### config.mk
export PLATFORM = sky130hd
export DESIGN_NAME = shift_unit_iter
export DESIGN_NICKNAME = d
export VERILOG_FILES = /design/src/rtl/shift_unit_iter_pkg.sv /design/src/rtl/shift_step.sv /design/src/rtl/shift_unit_iter.sv
export SDC_FILE = /design/constraint.sdc
export NUM_CORES = 1
export LEC_CHECK = 0
export ABC_AREA = 1
export BUFFER_PORTS_ARGS = -buffer_cell sky130_fd_sc_hd__clkbuf_2
export CAP_MARGIN = 20
export CORE_ASPECT_RATIO = 1.1
export CORE_UTILIZATION = 40
export DETAILED_ROUTE_END_ITERATION = 7
export PLACE_DENSITY = 0.57
export SLEW_MARGIN = 20
export SYNTH_ARGS = -nofsm -noshare
export SYNTH_HDL_FRONTEND = slang
export SYNTH_SLANG_ARGS = --single-unit
### constraint.sdc
create_clock -name clk -period 5.9 [get_ports clk]
set_clock_uncertainty 0.1 [all_clocks]
set_input_delay 0.295 -clock clk [delete_from_list [all_inputs] [get_ports clk]]
set_output_delay 0.295 -clock clk [all_outputs]
set_load 0.01 [all_outputs]
### src/rtl/shift_unit_iter_pkg.sv
// Shared encodings for the iterative shifter: operation codes and FSM states.
package shift_unit_iter_pkg;

    typedef enum logic [1:0] {
        OP_SHR = 2'b00,
        OP_SAR = 2'b01,
        OP_SHL = 2'b10,
        OP_ROR = 2'b11
    } op_e;

    typedef enum logic [1:0] {
        S_IDLE  = 2'b00,
        S_SHIFT = 2'b01,
        S_DONE  = 2'b10
    } state_e;

endpackage

### src/rtl/shift_step.sv
// One combinational shift step of at most STEP bits, used once per SHIFT cycle.
module shift_step
    import shift_unit_iter_pkg::*;
#(
    parameter int unsigned WIDTH = 32,
    parameter int unsigned CNT_W = $clog2(WIDTH) + 1
) (
    input  logic [WIDTH-1:0] data,
    input  logic [CNT_W-1:0] s,
    input  op_e              op,
    input  logic             fill,
    output logic [WIDTH-1:0] result
);

    logic [WIDTH-1:0] sign_mask;

    // Bits vacated by a right shift; only consulted for SAR.
    assign sign_mask = ~({WIDTH{1'b1}} >> s);

    always_comb begin
        result = data;
        case (op)
            OP_SHR:  result = data >> s;
            OP_SAR:  result = (data >> s) | (fill ? sign_mask : '0);
            OP_SHL:  result = data << s;
            // s is always below WIDTH for ROR, so the wrap shift never exceeds WIDTH.
            OP_ROR:  result = (data >> s) | (data << (CNT_W'(WIDTH) - s));
            default: result = data;
        endcase
    end

endmodule

### src/rtl/shift_unit_iter.sv
// Multi-cycle shifter: SHR/SAR/SHL/ROR, at most STEP bits per cycle, valid/ready on both sides.
module shift_unit_iter
    import shift_unit_iter_pkg::*;
#(
    parameter  int unsigned WIDTH = 32,
    parameter  int unsigned STEP  = 8,
    localparam int unsigned CNT_W = $clog2(WIDTH) + 1
) (
    input  logic             clk,
    input  logic             rst,
    input  logic             in_valid,
    output logic             in_ready,
    input  logic [WIDTH-1:0] in_data,
    input  logic [CNT_W-1:0] in_n,
    input  logic [1:0]       in_op,
    output logic             out_valid,
    input  logic             out_ready,
    output logic [WIDTH-1:0] out_data
);

    state_e           state_q, state_d;
    logic [WIDTH-1:0] data_q, data_d;
    op_e              op_q, op_d;
    logic             fill_q, fill_d;
    logic [CNT_W-1:0] rem_q, rem_d;
    logic [WIDTH-1:0] out_data_d;
    logic             in_ready_d, out_valid_d;

    logic [CNT_W-1:0] n_eff_c;
    logic [CNT_W-1:0] s_c;
    logic [WIDTH-1:0] step_c;

    // Effective amount: rotates wrap modulo WIDTH, plain shifts saturate at WIDTH.
    always_comb begin
        n_eff_c = '0;
        if (op_e'(in_op) == OP_ROR) begin
            n_eff_c = CNT_W'(in_n % CNT_W'(WIDTH));
        end else if (in_n > CNT_W'(WIDTH)) begin
            n_eff_c = CNT_W'(WIDTH);
        end else begin
            n_eff_c = in_n;
        end
    end

    assign s_c = (rem_q < CNT_W'(STEP)) ? rem_q : CNT_W'(STEP);

    shift_step #(
        .WIDTH (WIDTH),
        .CNT_W (CNT_W)
    ) u_step (
        .data   (data_q),
        .s      (s_c),
        .op     (op_q),
        .fill   (fill_q),
        .result (step_c)
    );

    // Next-state and registered-output logic.
    always_comb begin
        state_d    = state_q;
        data_d     = data_q;
        op_d       = op_q;
        fill_d     = fill_q;
        rem_d      = rem_q;
        out_data_d = out_data;

        case (state_q)
            S_IDLE: begin
                if (in_valid) begin
                    data_d  = in_data;
                    op_d    = op_e'(in_op);
                    fill_d  = in_data[WIDTH-1];
                    rem_d   = n_eff_c;
                    state_d = S_SHIFT;
                end
            end
            S_SHIFT: begin
                // A zero amount still passes through here once with s = 0.
                data_d = step_c;
                rem_d  = rem_q - s_c;
                if (rem_q == s_c) begin
                    out_data_d = step_c;
                    state_d    = S_DONE;
                end
            end
            S_DONE: begin
                if (out_ready) begin
                    state_d = S_IDLE;
                end
            end
            default: begin
                state_d = S_IDLE;
            end
        endcase

        in_ready_d  = (state_d == S_IDLE);
        out_valid_d = (state_d == S_DONE);
    end

    always_ff @(posedge clk) begin
        if (rst) begin
            state_q   <= S_IDLE;
            data_q    <= '0;
            op_q      <= OP_SHR;
            fill_q    <= 1'b0;
            rem_q     <= '0;
            out_data  <= '0;
            in_ready  <= 1'b1;
            out_valid <= 1'b0;
        end else begin
            state_q   <= state_d;
            data_q    <= data_d;
            op_q      <= op_d;
            fill_q    <= fill_d;
            rem_q     <= rem_d;
            out_data  <= out_data_d;
            in_ready  <= in_ready_d;
            out_valid <= out_valid_d;
        end
    end

endmodule

# ---- After elaboration in Yosys (flattened, before gate mapping)
# Cells that the tools add are included.
# Widths: inputs -> output; s select.
dict set report totals {
  ff_bits 77
  input_bits 44
  elab_cells 48
}
dict set report classes {
  add_sub_neg 2
  n_lt_le_gt_ge 2
  eq_ne 9
  shift 4
  n_mux 13
  n_bitwise 3
  reduce_logical 7
}
# cell count
set op_table {}
lappend op_table {{$pmux 32 s4} 1}
lappend op_table {{$mux 32} 2}
lappend op_table {{$or 32x32->32} 2}
lappend op_table {{$pmux 32 s2} 1}
lappend op_table {{$shl 32x6->32} 2}
lappend op_table {{$not 32->32} 1}
lappend op_table {{$shr 32x6->32} 1}
lappend op_table {{$shr 32x6->32 const A} 1}
lappend op_table {{$mux 6} 4}
lappend op_table {{$pmux 6 s2} 1}
lappend op_table {{$eq 2x2->1 const B} 5}
lappend op_table {{$eq 6x6->1} 1}
lappend op_table {{$gt 6x6->1 const B} 1}
lappend op_table {{$logic_not 2->1} 3}
lappend op_table {{$lt 6x4->1 const B} 1}
lappend op_table {{$mux 2} 3}
lappend op_table {{$pmux 2 s3} 1}
lappend op_table {{$reduce_and 2->1} 3}
lappend op_table {{$sub 6x6->6} 1}
lappend op_table {{$sub 6x6->6 const A} 1}
lappend op_table {{$eq 2x1->1 const B} 2}
lappend op_table {{$ne 2x2->1 const B} 1}
lappend op_table {{$reduce_bool 2->1} 1}

# ---- Depth between registers and ports, before layout
# Gate-level depths: netlist of run 1.
dict set report logic_depth {
  word_depth 8
  depth_mapped 20
}

# ---- Modules after synthesis
# From an unflattened synthesis of run 1, not the netlist that was laid out.
dict set report unflattened {
  hier_cells 1679
  area_unflattened_um2 8848.5
}
# module n_inst cells_each area_per_inst_um2
set by_module_without_submodules {}
lappend by_module_without_submodules {shift_step 1 1234 5590.4}
lappend by_module_without_submodules {shift_unit_iter 1 445 3258.1}

# ---- Worst setup path after synthesis of run 1
# No wires, ideal clock.
dict set report synth_timing {
  kind {register to register}
  from {register rem_q[3]}
  to {register data_q[28]}
  setup_ns 0.128
  arrival_ns 2.767
  t_required_ns 5.672
  path_slack_ns 2.906
  path_stages_with_launch 21
  n_path_buf 2
  period_less_slack_ns 2.994
  path_cell_list {dfxtp_1 inv_4 nand2_4 inv_2 nand2_2 buf_2 ha_1 inv_1 ha_1 clkbuf_1 clkinv_1 nor2_1 inv_1 nor2_1 nor2_1 nand2_1 nand2_1 nand2_1 nand2_1 a21oi_1 nor2_1}
}
dict set report synth_between {
  elab_chain_cells 8
  elab_cells_between_ends 13
}
# element line_no
set synth_lines {}
lappend synth_lines {{start, declared} shift_unit_iter.sv:25} ;# logic [CNT_W-1:0] rem_q, rem_d;
lappend synth_lines {{start signal, assigned} shift_unit_iter.sv:115} ;# rem_q <= rem_d;
lappend synth_lines {{$lt 6x4->1} shift_unit_iter.sv:45} ;# assign s_c = (rem_q < CNT_W'(STEP)) ? rem_q : CNT_W'(STEP);
lappend synth_lines {{$mux 6 *} shift_unit_iter.sv:45}
lappend synth_lines {{branches (longest 4 deep; another with $sub 6x6->6)} -}
lappend synth_lines {{$pmux 32 s4 *} shift_step.sv:22} ;# case (op)
lappend synth_lines {{$pmux 32 s2 *} shift_unit_iter.sv:67} ;# case (state_q)
lappend synth_lines {{end signal, assigned} shift_unit_iter.sv:112} ;# data_q <= data_d;
lappend synth_lines {{end, declared} shift_unit_iter.sv:22} ;# logic [WIDTH-1:0] data_q, data_d;
# Mark *: on every way between the ends.
# A chain may end at the register's enable or synchronous reset.

# ---- Worst setup path in the final report of run 1
dict set report layout_timing {
  from {register rem_q[4]}
  to {register data_q[28]}
}
# The elaborated chain is that of the path after synthesis.

==> qor.txt, run 1 <==
Top cells by area in the synthesized netlist - sky130_fd_sc_hd__dfxtp_1, sky130_fd_sc_hd__nand2_1, sky130_fd_sc_hd__nand3_1, sky130_fd_sc_hd__inv_1, sky130_fd_sc_hd__o21ai_0
Stage delay of the slowest cell on the critical path - 0.55 ns
Count of unique library cells instantiated by Yosys - 49
Crit Path Max Fanout - 25
LEAKAGE - 3.94 nW
Worst path depth - 18
Detailed-route via count - 9073
Total number of H-tree levels - 3
WP data arrival - 4.64 ns
Post-route setup slack - 1.36 ns
CP Capture Type - register
Leading cell type by number of instances after synthesis - sky130_fd_sc_hd__nand2_1
DRC violation count after routing - 0
Synth warn - 0
Number of clock buffers inserted by TritonCTS - 9
Worst reg2reg setup slack - 1.36 ns
Post-synthesis area per instance - 5.58 µm²
Number of buffers on the longest clock path - 2
Die ar. - 18600 µm²
Total routing resource utilization after global routing - 34.7%
Worst-margin pin slew - 1.02 ns
Die Wd - 130 µm
Number of enable-type register cells in the synthesized netlist - 0
Worst setup path endpoint - data_q[28]
Gp weighted congestion - 0.992
CP Cell Sequence - nor2_4 -> nand2_4 -> inv_2 -> nand2_2 -> ha_1 -> inv_1 -> ha_1 -> clkinv_1 -> nor2_1 -> inv_1 -> nor2_1 -> nor2_1 -> nand2_1 -> nand2_1 -> nand2_1 -> nand2_1 -> a21oi_1 -> nor2_1
Fraction of synthesis flops using an asynchronous set or reset pin - 0%
Diodes inserted - 0
Post-layout power - 0.00271 W
Period utilisation layout - 76.9%
Chip height - 143 µm
Cell area after synthesis - 7220 µm²
Post-route worst hold slack - 0.118 ns
Maximum frequency from static timing analysis - 0.220 GHz
Cell count after placement - 1552
Antenna Violating Nets Remaining - 0
Top cells by count, synth - sky130_fd_sc_hd__nand2_1, sky130_fd_sc_hd__nand3_1, sky130_fd_sc_hd__inv_1
Overflow left after global routing - 0
Footprint of the flip-flops and latches - 1540 µm²
Area inside the core boundary - 17700 µm²
Area occupied by multi-input gates - 4820 µm²
Syn_nets - 1341
Number of design-rule violations left by the first detailed-router iteration - 1051
CTS clk-pin slew, worst paths - 0.07 ns
Number of hold violations in the final report - 0
Number of storage elements in the synthesis netlist - 77
Fraction of the yosys area taken by sequential cells - 21.4%
Required time of the worst setup path - 6.00 ns
Total Neg Setup Slack - 0 ns
Crit Path Class - register to register
Top Ports - 78
Launch instance of the worst register-to-register path - rem_q[4]
Power density normalized to cell area - 339 nW/µm²
Fraction of layout instances using a drive strength above 1 - 13.6%
Detailed-router iteration count before antenna repair - 6
Post-route non-filler standard cell count - 1568
Start point of the critical path - rem_q[4]
Layer with the highest usage - met2
Worst flop-to-flop path endpoint - data_q[28]
Met2 Resource Use GR - 51.4%
Root Buffer - sky130_fd_sc_hd__clkbuf_16
Fraction of synthesized cell area taken by the top area cell type - 21.4%
Worst Setup Slack post-DPL - 1.45 ns
Max-slew headroom - 32.0%
Via density - 5.79
Worst hold path depth - 3
Prevailing post-synth register cell - sky130_fd_sc_hd__dfxtp_1
Synthesized instance count - 1292
Detailed Place HPWL - 23.6 mm
RSZ-0062 raised after global routing - false
Number of gates resized after CTS - 0
Sink Count - 77
Final number of setup-violating endpoints - 0
Met1 demand-to-capacity share in global routing - 49.0%
Type of origin of the critical path - register
Nets@finish - 1374
Worst supply voltage drop on vdd - 0.190 mV
Post-CTS repair timing setup buffer count - 0
Starting density of the core - 40.8%
Bufs and invs on worst path - 4
Kind of cell adding the most delay to the critical path - simple AND/OR/NAND/NOR gates
Outcome - finished clean
Signed area change from the synthesized netlist to the final layout - 11.1%
Pin count of the biggest net entering global routing - 62
Routed length per placed instance - 20.2 µm
Number of antenna violations at the first check in global routing - 1
Max Cap Viol - 0
Port Buffers - 77
Met3 Usage GRT - 5.17%
Crit path time final - 4.54 ns
TritonCTS clock tree - yes
Area leader, netlist - sky130_fd_sc_hd__dfxtp_1
Post-CTS Hold Buffers - 0
Path depth of the worst reg2reg path - 18
Clk_lat worst skew - 0.35 ns
Num rows - 51
Crit-path slowest cell - sky130_fd_sc_hd__clkinv_1
Via count of the first global-routing pass - 8406
# fillers - 2004
Worst hold path type - input port to register
First-pass GRT wire length - 48.4 mm
Total routed wirelength - 31.6 mm
Max-slew violation count - 0
## kinds of logic (layout without fill, tap and decap cells)
family / Yosys count / count (layout) / synth area share, %
buffers and inverters: 208 / 246 / 12.0
AND/OR/NAND/NOR: 794 / 794 / 49.2
AO/OA/AOI/OAI: 205 / 205 / 16.2
adder cells (fa/ha/maj): 5 / 5 / 0.867
flip-flops: 77 / 77 / 21.4
XOR/XNOR: 2 / 2 / 0.243
other: 1 / 1 / 0.0520
## report_power, final
group,leakage [nW],switching (W),internal [W]
clock,0.154,0.000246,0.000375
combinational,3.15,0.00105,0.000403
sequential,0.632,0.0000495,0.000596
total,3.94,0.00134,0.00137
## worst min path at each step
stage / from / slack [ns] / end
after floorplan: fill_q / 0.34 / fill_q
after global placement: fill_q / 0.35 / fill_q
after detailed placement: out_data[25] / 0.36 / out_data[25]
after CTS: in_n[1] / 0.11 / rem_q[1]
after global routing: in_n[1] / 0.13 / rem_q[1]
final: in_n[1] / 0.12 / rem_q[1]
## tightest hold or removal path: cells and delay by family
family	cells	cell delay [ns]
buf+inv	1	0.08
simple gates	1	0.07
compound gates	1	0.06
## sequential cells by signal, indices dropped and copies added, names as in the netlist
name and count:
rem_q 6, out_valid 1, out_data 32, op_q 2, fill_q 1, state_q 2
data_q 32, in_ready 1
## per-layer routing
metal / vias to the layer above / routed length [µm] / share of wire (%)
li1: 4332 / - / -
met1: 4132 / 13800 / 44
met2: 512 / 13300 / 42
met3: 95 / 2990 / 9.5
met4: 2 / 1420 / 4.5
met5: - / 13 / 0.041
## cell type report
class,count,area share [%]
clock inverter,6,1.17
clock buffer,10,2.86
multi-input combinational,1007,60.1
inverter,134,6.33
sequential,77,19.2
timing repair buffer,96,6.58
tap,238,3.71
## layout by cell type (no fill, tap or decap), types with 3 or more instances in the layout
cell                          n
sky130_fd_sc_hd__nand2_1    372
sky130_fd_sc_hd__o21a_1       4
sky130_fd_sc_hd__o21bai_1    15
sky130_fd_sc_hd__dfxtp_1     77
sky130_fd_sc_hd__o211ai_1    16
sky130_fd_sc_hd__a21oi_1     58
sky130_fd_sc_hd__o21ai_1     25
sky130_fd_sc_hd__inv_1      107
sky130_fd_sc_hd__nand2_2     27
sky130_fd_sc_hd__inv_2       21
sky130_fd_sc_hd__o21ai_0     69
sky130_fd_sc_hd__nor2_2       7
sky130_fd_sc_hd__clkbuf_2    77
sky130_fd_sc_hd__clkinv_1     4
sky130_fd_sc_hd__clkbuf_16    9
sky130_fd_sc_hd__buf_4       19
sky130_fd_sc_hd__nor2_4       3
sky130_fd_sc_hd__nand3_1    264
sky130_fd_sc_hd__a31oi_1      5
sky130_fd_sc_hd__nand4_1     25
sky130_fd_sc_hd__ha_1         5
sky130_fd_sc_hd__nor2_1      81
## through the flow
stage	area (µm²)	utilization [%]
floorplan	7220	-
global route	8020	45.4
global placement	7700	43.5
CTS	8020	45.4
finish	8020	45.4
detailed placement	7700	43.5
No activity file was read; power rests on OpenSTA's default activity.
==> run 2: changes to the inputs <==
==> constraint.sdc (replaced) <==
create_clock -name clk -period 4.8 [get_ports clk]
set_clock_uncertainty 0.1 [all_clocks]
set_input_delay 0.24 -clock clk [delete_from_list [all_inputs] [get_ports clk]]
set_output_delay 0.24 -clock clk [all_outputs]
set_load 0.01 [all_outputs]
==> run 2 against run 1 <==
Compared with the run above: via count up 1.2%; die area unchanged; clock power up 30%; largest power group unchanged; critical path depth unchanged; global-route usage up 0.62 points; non-clock buffer count up 6; utilization up 0.38 points; fmax up 20%; combinational power up 25%; sequential power up 23%; largest cell class unchanged.
==> qor.txt, run 2 (synthesis gave the netlist of run 1 again) <==
Detailed-router iteration count before antenna repair - 6
Post-route worst hold slack - 0.0667 ns
Top Ports - 78
Nets@finish - 1380
Signed area change from the synthesized netlist to the final layout - 12.1%
Power density normalized to cell area - 421 nW/µm²
Via count of the first global-routing pass - 8505
WP data arrival - 3.86 ns
Outcome - finished clean
Maximum frequency from static timing analysis - 0.265 GHz
Number of gates resized after CTS - 0
Chip height - 143 µm
Max-slew violation count - 0
Stage delay of the slowest cell on the critical path - 0.51 ns
Type of origin of the critical path - register
CTS clk-pin slew, worst paths - 0.06 ns
Diodes inserted - 0
Number of buffers on the longest clock path - 2
Antenna Violating Nets Remaining - 0
Number of design-rule violations left by the first detailed-router iteration - 1032
Overflow left after global routing - 0
Total routing resource utilization after global routing - 35.4%
Fraction of layout instances using a drive strength above 1 - 13.9%
Crit Path Max Fanout - 25
Root Buffer - sky130_fd_sc_hd__clkbuf_16
Crit-path slowest cell - sky130_fd_sc_hd__nor2_1
Post-CTS Hold Buffers - 0
Detailed-route via count - 9185
LEAKAGE - 3.98 nW
Total number of H-tree levels - 3
Die Wd - 130 µm
Starting density of the core - 40.8%
CP Capture Type - register
Final number of setup-violating endpoints - 0
Gp weighted congestion - 0.996
Via density - 5.84
Max-slew headroom - 32.8%
Num rows - 51
Max Cap Viol - 0
Worst supply voltage drop on vdd - 0.283 mV
Clk_lat worst skew - 0.35 ns
Bufs and invs on worst path - 5
CP Cell Sequence - inv_4 -> nand2_4 -> inv_2 -> nand2_2 -> ha_1 -> inv_1 -> ha_1 -> clkinv_1 -> nor2_1 -> inv_1 -> nor2_1 -> nor2_1 -> nand2_1 -> nand2_1 -> nand2_1 -> nand3_1 -> nand2_1 -> a21oi_1
Total routed wirelength - 32.0 mm
Post-CTS repair timing setup buffer count - 0
Pin count of the biggest net entering global routing - 62
Crit Path Class - register to register
Die ar. - 18600 µm²
TritonCTS clock tree - yes
Area inside the core boundary - 17700 µm²
Crit path time final - 3.78 ns
First-pass GRT wire length - 48.7 mm
Period utilisation layout - 78.7%
DRC violation count after routing - 0
Most common cell after layout, fill and taps aside - sky130_fd_sc_hd__nand2_1
Routed length per placed instance - 20.3 µm
Largest regs - data_q x32, out_data x32, rem_q x6
Number of clock buffers inserted by TritonCTS - 9
Sink Count - 77
Kind of cell adding the most delay to the critical path - simple AND/OR/NAND/NOR gates
Detailed Place HPWL - 24.2 mm
Worst-margin pin slew - 1.01 ns
Required time of the worst setup path - 4.89 ns
RSZ-0062 raised after global routing - false
Number of hold violations in the final report - 0
Total Neg Setup Slack - 0 ns
Leading cell types in the layout, fill and taps excluded - sky130_fd_sc_hd__nand2_1, sky130_fd_sc_hd__nand3_1, sky130_fd_sc_hd__inv_1
Most prevalent standard cell on the critical path - sky130_fd_sc_hd__nand2_1
Number of antenna violations at the first check in global routing - 0
Port Buffers - 77
Worst hold path type - input port to register
run 2: cell types whose count changed in the layout (fill, tap and decap cells not counted):
cell / change
sky130_fd_sc_hd__inv_6: -1
sky130_fd_sc_hd__buf_4: +6
sky130_fd_sc_hd__clkinvlp_4: -1
sky130_fd_sc_hd__bufinv_16: +1
sky130_fd_sc_hd__clkbuf_1: +1
sky130_fd_sc_hd__nor2_4: +1
sky130_fd_sc_hd__nor2_2: -1
run 2: final cells by class:
type / count / area [µm²]
Clock inverter: 5 / 108
Inverter: 134 / 508
Tap cell: 238 / 298
Clock buffer: 11 / 233
Fill cell: 2034 / 9590
Sequential cell: 77 / 1540
Multi-Input combinational cell: 1007 / 4830
Timing Repair Buffer: 102 / 573
run 2: per-layer routing:
| metal | track usage, % | up-vias | part of all wire, % | wire [µm] |
|---|---|---|---|---|
| met2 | 51.2 | 523 | 41 | 13200 |
| li1 | - | 4349 | - | - |
| met4 | 19.9 | 0 | 5.7 | 1840 |
| met1 | 48.6 | 4197 | 44 | 14000 |
| met5 | 0 | - | 0 | 0 |
| met3 | 6.78 | 116 | 9.6 | 3060 |
run 2: tightest hold or removal path: cells and delay by family:
family	cells	cell delay, ns
AOI/OAI and AO/OA	1	0.06
and+or+nand+nor	1	0.08
buffers and inverters	1	0.09
run 2: stage by stage:
| step | total power (W) | area, µm² | cells | setup slack, ns | util (%) |
|---|---|---|---|---|---|
| global placement | 0.00255 | 7740 | 1558 | 1.24 | 43.8 |
| floorplan | 0.00197 | 7220 | 1292 | 1.81 | - |
| CTS | 0.00335 | 8080 | 1574 | 1.09 | 45.7 |
| finish | 0.00341 | 8090 | 1574 | 1.02 | 45.7 |
| global route | 0.00359 | 8090 | 1574 | 0.772 | 45.7 |
| detailed placement | 0.00254 | 7740 | 1558 | 1.11 | 43.8 |
run 2: path summary, 6_finish.rpt:
check,slack [ns],from,cells past startpoint,endpoint
worst min-delay path,0.07,in_n[3],3,rem_q[3]
worst min register to register,0.36,out_data[21],2,out_data[21]
worst max-delay path,1.02,rem_q[3],18,out_data[31]
worst max register to register,1.02,rem_q[3],18,out_data[31]
run 2: power by group:
group	total [W]	leakage (nW)	switching [W]	internal [W]
clock	0.000808	0.164	0.000296	0.000512
sequential	0.000795	0.632	0.0000614	0.000733
combinational	0.00181	3.18	0.00130	0.000504
total	0.00341	3.98	0.00166	0.00175
==> run 3: changes to the inputs <==
--- a/config.mk
+++ b/config.mk
@@ -11,7 +11,7 @@
 export CORE_ASPECT_RATIO = 1.1
 export CORE_UTILIZATION = 40
 export DETAILED_ROUTE_END_ITERATION = 7
-export PLACE_DENSITY = 0.57
+export PLACE_DENSITY = 0.59
 export SLEW_MARGIN = 20
 export SYNTH_ARGS = -nofsm -noshare
 export SYNTH_HDL_FRONTEND = slang
==> constraint.sdc (replaced) <==
create_clock -name clk -period 3.2 [get_ports clk]
set_clock_uncertainty 0.1 [all_clocks]
set_input_delay 0.16 -clock clk [delete_from_list [all_inputs] [get_ports clk]]
set_output_delay 0.16 -clock clk [all_outputs]
set_load 0.01 [all_outputs]
==> run 3 against run 2 <==
Compared with the run above: final cell count grew 2.0%; largest cell class unchanged; count of clock-buffer cells in the layout decreased by 1; critical path type unchanged; non-clock buffer count rose by 31; clock power rose by 32%; largest power group unchanged.
==> qor.txt, run 3 (synthesis gave the netlist of run 1 again) <==
Outcome - finished clean
Part of the power in registers - 23.4%
Detailed-route via count - 9269
Max-slew violation count - 0
CP Capture Type - register
Sw Pwr - 0.00249 W
Worst flop-to-flop path endpoint - out_data[29]
Die ar. - 18600 µm²
# fillers - 2022
Number of clock buffers inserted by TritonCTS - 9
Starting density of the core - 40.8%
Signed area change from the synthesized netlist to the final layout - 15.1%
LEAKAGE - 4.11 nW
Worst reg2reg setup slack - 0.31 ns
Worst hold path type - input port to register
Cell count after placement - 1586
Via density - 5.78
Combinational power share - 55.4%
Chip height - 143 µm
Number of gates resized after CTS - 0
Final number of setup-violating endpoints - 0
Required time of the worst setup path - 3.31 ns
Number of design-rule violations left by the first detailed-router iteration - 1049
WP data arrival - 3.00 ns
Clk_lat worst skew - 0.34 ns
Num rows - 51
Min-delay src - in_n[5]
Switching share of total power - 49.3%
Power density normalized to cell area - 607 nW/µm²
Number of antenna violations at the first check in global routing - 0
Period utilisation layout - 90.4%
Root Buffer - sky130_fd_sc_hd__clkbuf_16
Largest regs - data_q x32, out_data x32, rem_q x6
Crit Path Class - register to register
Detailed-router iteration count before antenna repair - 6
Cell internal power dissipation - 0.00255 W
Total Neg Setup Slack - 0 ns
DRC violation count after routing - 0
Fraction of layout instances using a drive strength above 1 - 15.7%
Antenna Violating Nets Remaining - 0
Number of buffers on the longest clock path - 2
Overflow left after global routing - 0
Total routed wirelength - 31.7 mm
Leading cell types in the layout, fill and taps excluded - sky130_fd_sc_hd__nand2_1, sky130_fd_sc_hd__nand3_1, sky130_fd_sc_hd__inv_1
Total number of H-tree levels - 3
Via count of the first global-routing pass - 8608
Total routing resource utilization after global routing - 35.0%
Clk pwr share - 21.2%
Top Ports - 78
Launch instance of the worst register-to-register path - rem_q[3]
Crit path time final - 2.89 ns
Number of hold violations in the final report - 0
Routed length per placed instance - 19.7 µm
Max Cap Viol - 0
Pin count of the biggest net entering global routing - 61
Worst supply voltage drop on vdd - 0.316 mV
Path depth of the worst reg2reg path - 16
First-pass GRT wire length - 48.6 mm
End point of the most critical hold path - rem_q[5]
Post-route non-filler standard cell count - 1605
Type of origin of the critical path - register
Nets@finish - 1411
Maximum frequency from static timing analysis - 0.346 GHz
Area inside the core boundary - 17700 µm²
Gp weighted congestion - 0.997
RSZ-0062 raised after global routing - false
Worst-margin pin slew - 0.958 ns
TritonCTS clock tree - yes
Sink Count - 77
Detailed Place HPWL - 24.6 mm
Crit Path Max Fanout - 18
Max-slew headroom - 36.1%
Most common cell after layout, fill and taps aside - sky130_fd_sc_hd__nand2_1
Port Buffers - 77
Die Wd - 130 µm
Diodes inserted - 0
CTS clk-pin slew, worst paths - 0.07 ns
Worst hold path depth - 3
==> run 3: per-layer routing <==
layer | track usage (%) | share of wire, % | vias up
li1 | - | - | 4414
met1 | 48.2 | 43 | 4248
met2 | 53.0 | 43 | 533
met3 | 6.03 | 9.4 | 74
met4 | 15.3 | 4.0 | 0
met5 | 0 | 0 | -
==> run 3: critical path, cell delays in order (launching register included) <==
cell                      delay, ns
sky130_fd_sc_hd__dfxtp_1       0.41
sky130_fd_sc_hd__inv_4         0.14
sky130_fd_sc_hd__nand2_4       0.10
sky130_fd_sc_hd__inv_2         0.04
sky130_fd_sc_hd__nand2_2       0.07
sky130_fd_sc_hd__ha_1          0.25
sky130_fd_sc_hd__inv_1         0.07
sky130_fd_sc_hd__ha_1          0.33
sky130_fd_sc_hd__buf_4         0.18
sky130_fd_sc_hd__nor2_2        0.32
sky130_fd_sc_hd__o21ai_0       0.15
sky130_fd_sc_hd__a21oi_1       0.16
sky130_fd_sc_hd__nor2_1        0.05
sky130_fd_sc_hd__o21ai_1       0.09
sky130_fd_sc_hd__nand2_1       0.15
sky130_fd_sc_hd__nand3_1       0.10
sky130_fd_sc_hd__a21oi_1       0.06
==> run 3: through the flow <==
step	hold slack, ns	util, %	power [W]	setup WS, ns	cell area, µm²
floorplan	0.223	-	0.00295	0.206	7220
global placement	0.333	45.1	0.00392	0.413	7980
detailed placement	0.338	45.1	0.00390	0.372	7980
CTS	0.0143	47.0	0.00497	0.355	8310
global route	0.0377	47.0	0.00534	0.0771	8310
finish	0.0175	47.0	0.00504	0.306	8310
==> run 3: area by class of cell <==
class | instances | area (µm²) | area share [%]
multi-input combinational | 1007 | 4820 | 58.0
clock inverter | 6 | 71.3 | 0.859
timing repair buffer | 133 | 838 | 10.1
inverter | 134 | 508 | 6.12
tap | 238 | 298 | 3.58
sequential | 77 | 1540 | 18.6
clock buffer | 10 | 229 | 2.76
==> run 3: worst max path at each step <==
stage                  start            to  slack [ns]  depth (start not counted)
finish              rem_q[3]  out_data[29]        0.31                         16
global route        rem_q[3]  out_data[29]        0.08                         16
CTS                 rem_q[3]  out_data[29]        0.36                         16
detailed placement  rem_q[3]  out_data[29]        0.37                         16
global placement    rem_q[3]  out_data[24]        0.41                         16
floorplan           rem_q[3]    data_q[28]        0.21                         20
==> run 3: power by group through the flow <==
stage          Combinational (W)  Sequential, W  Clock (W)
3_5_place_dp             0.00270        0.00120          0
6_report                 0.00279        0.00118    0.00107
3_3_place_gp             0.00272        0.00120          0
2_1_floorplan            0.00174        0.00121          0
5_1_grt                  0.00304        0.00120    0.00111
4_1_cts                  0.00272        0.00118    0.00108
==> run 3: timing repair <==
| action | in CTS | in global routing |
|---|---|---|
| hold buffers | 3 | 0 |
| buffers inserted | 0 | 0 |
| hold endpoints to repair | 3 | 0 |
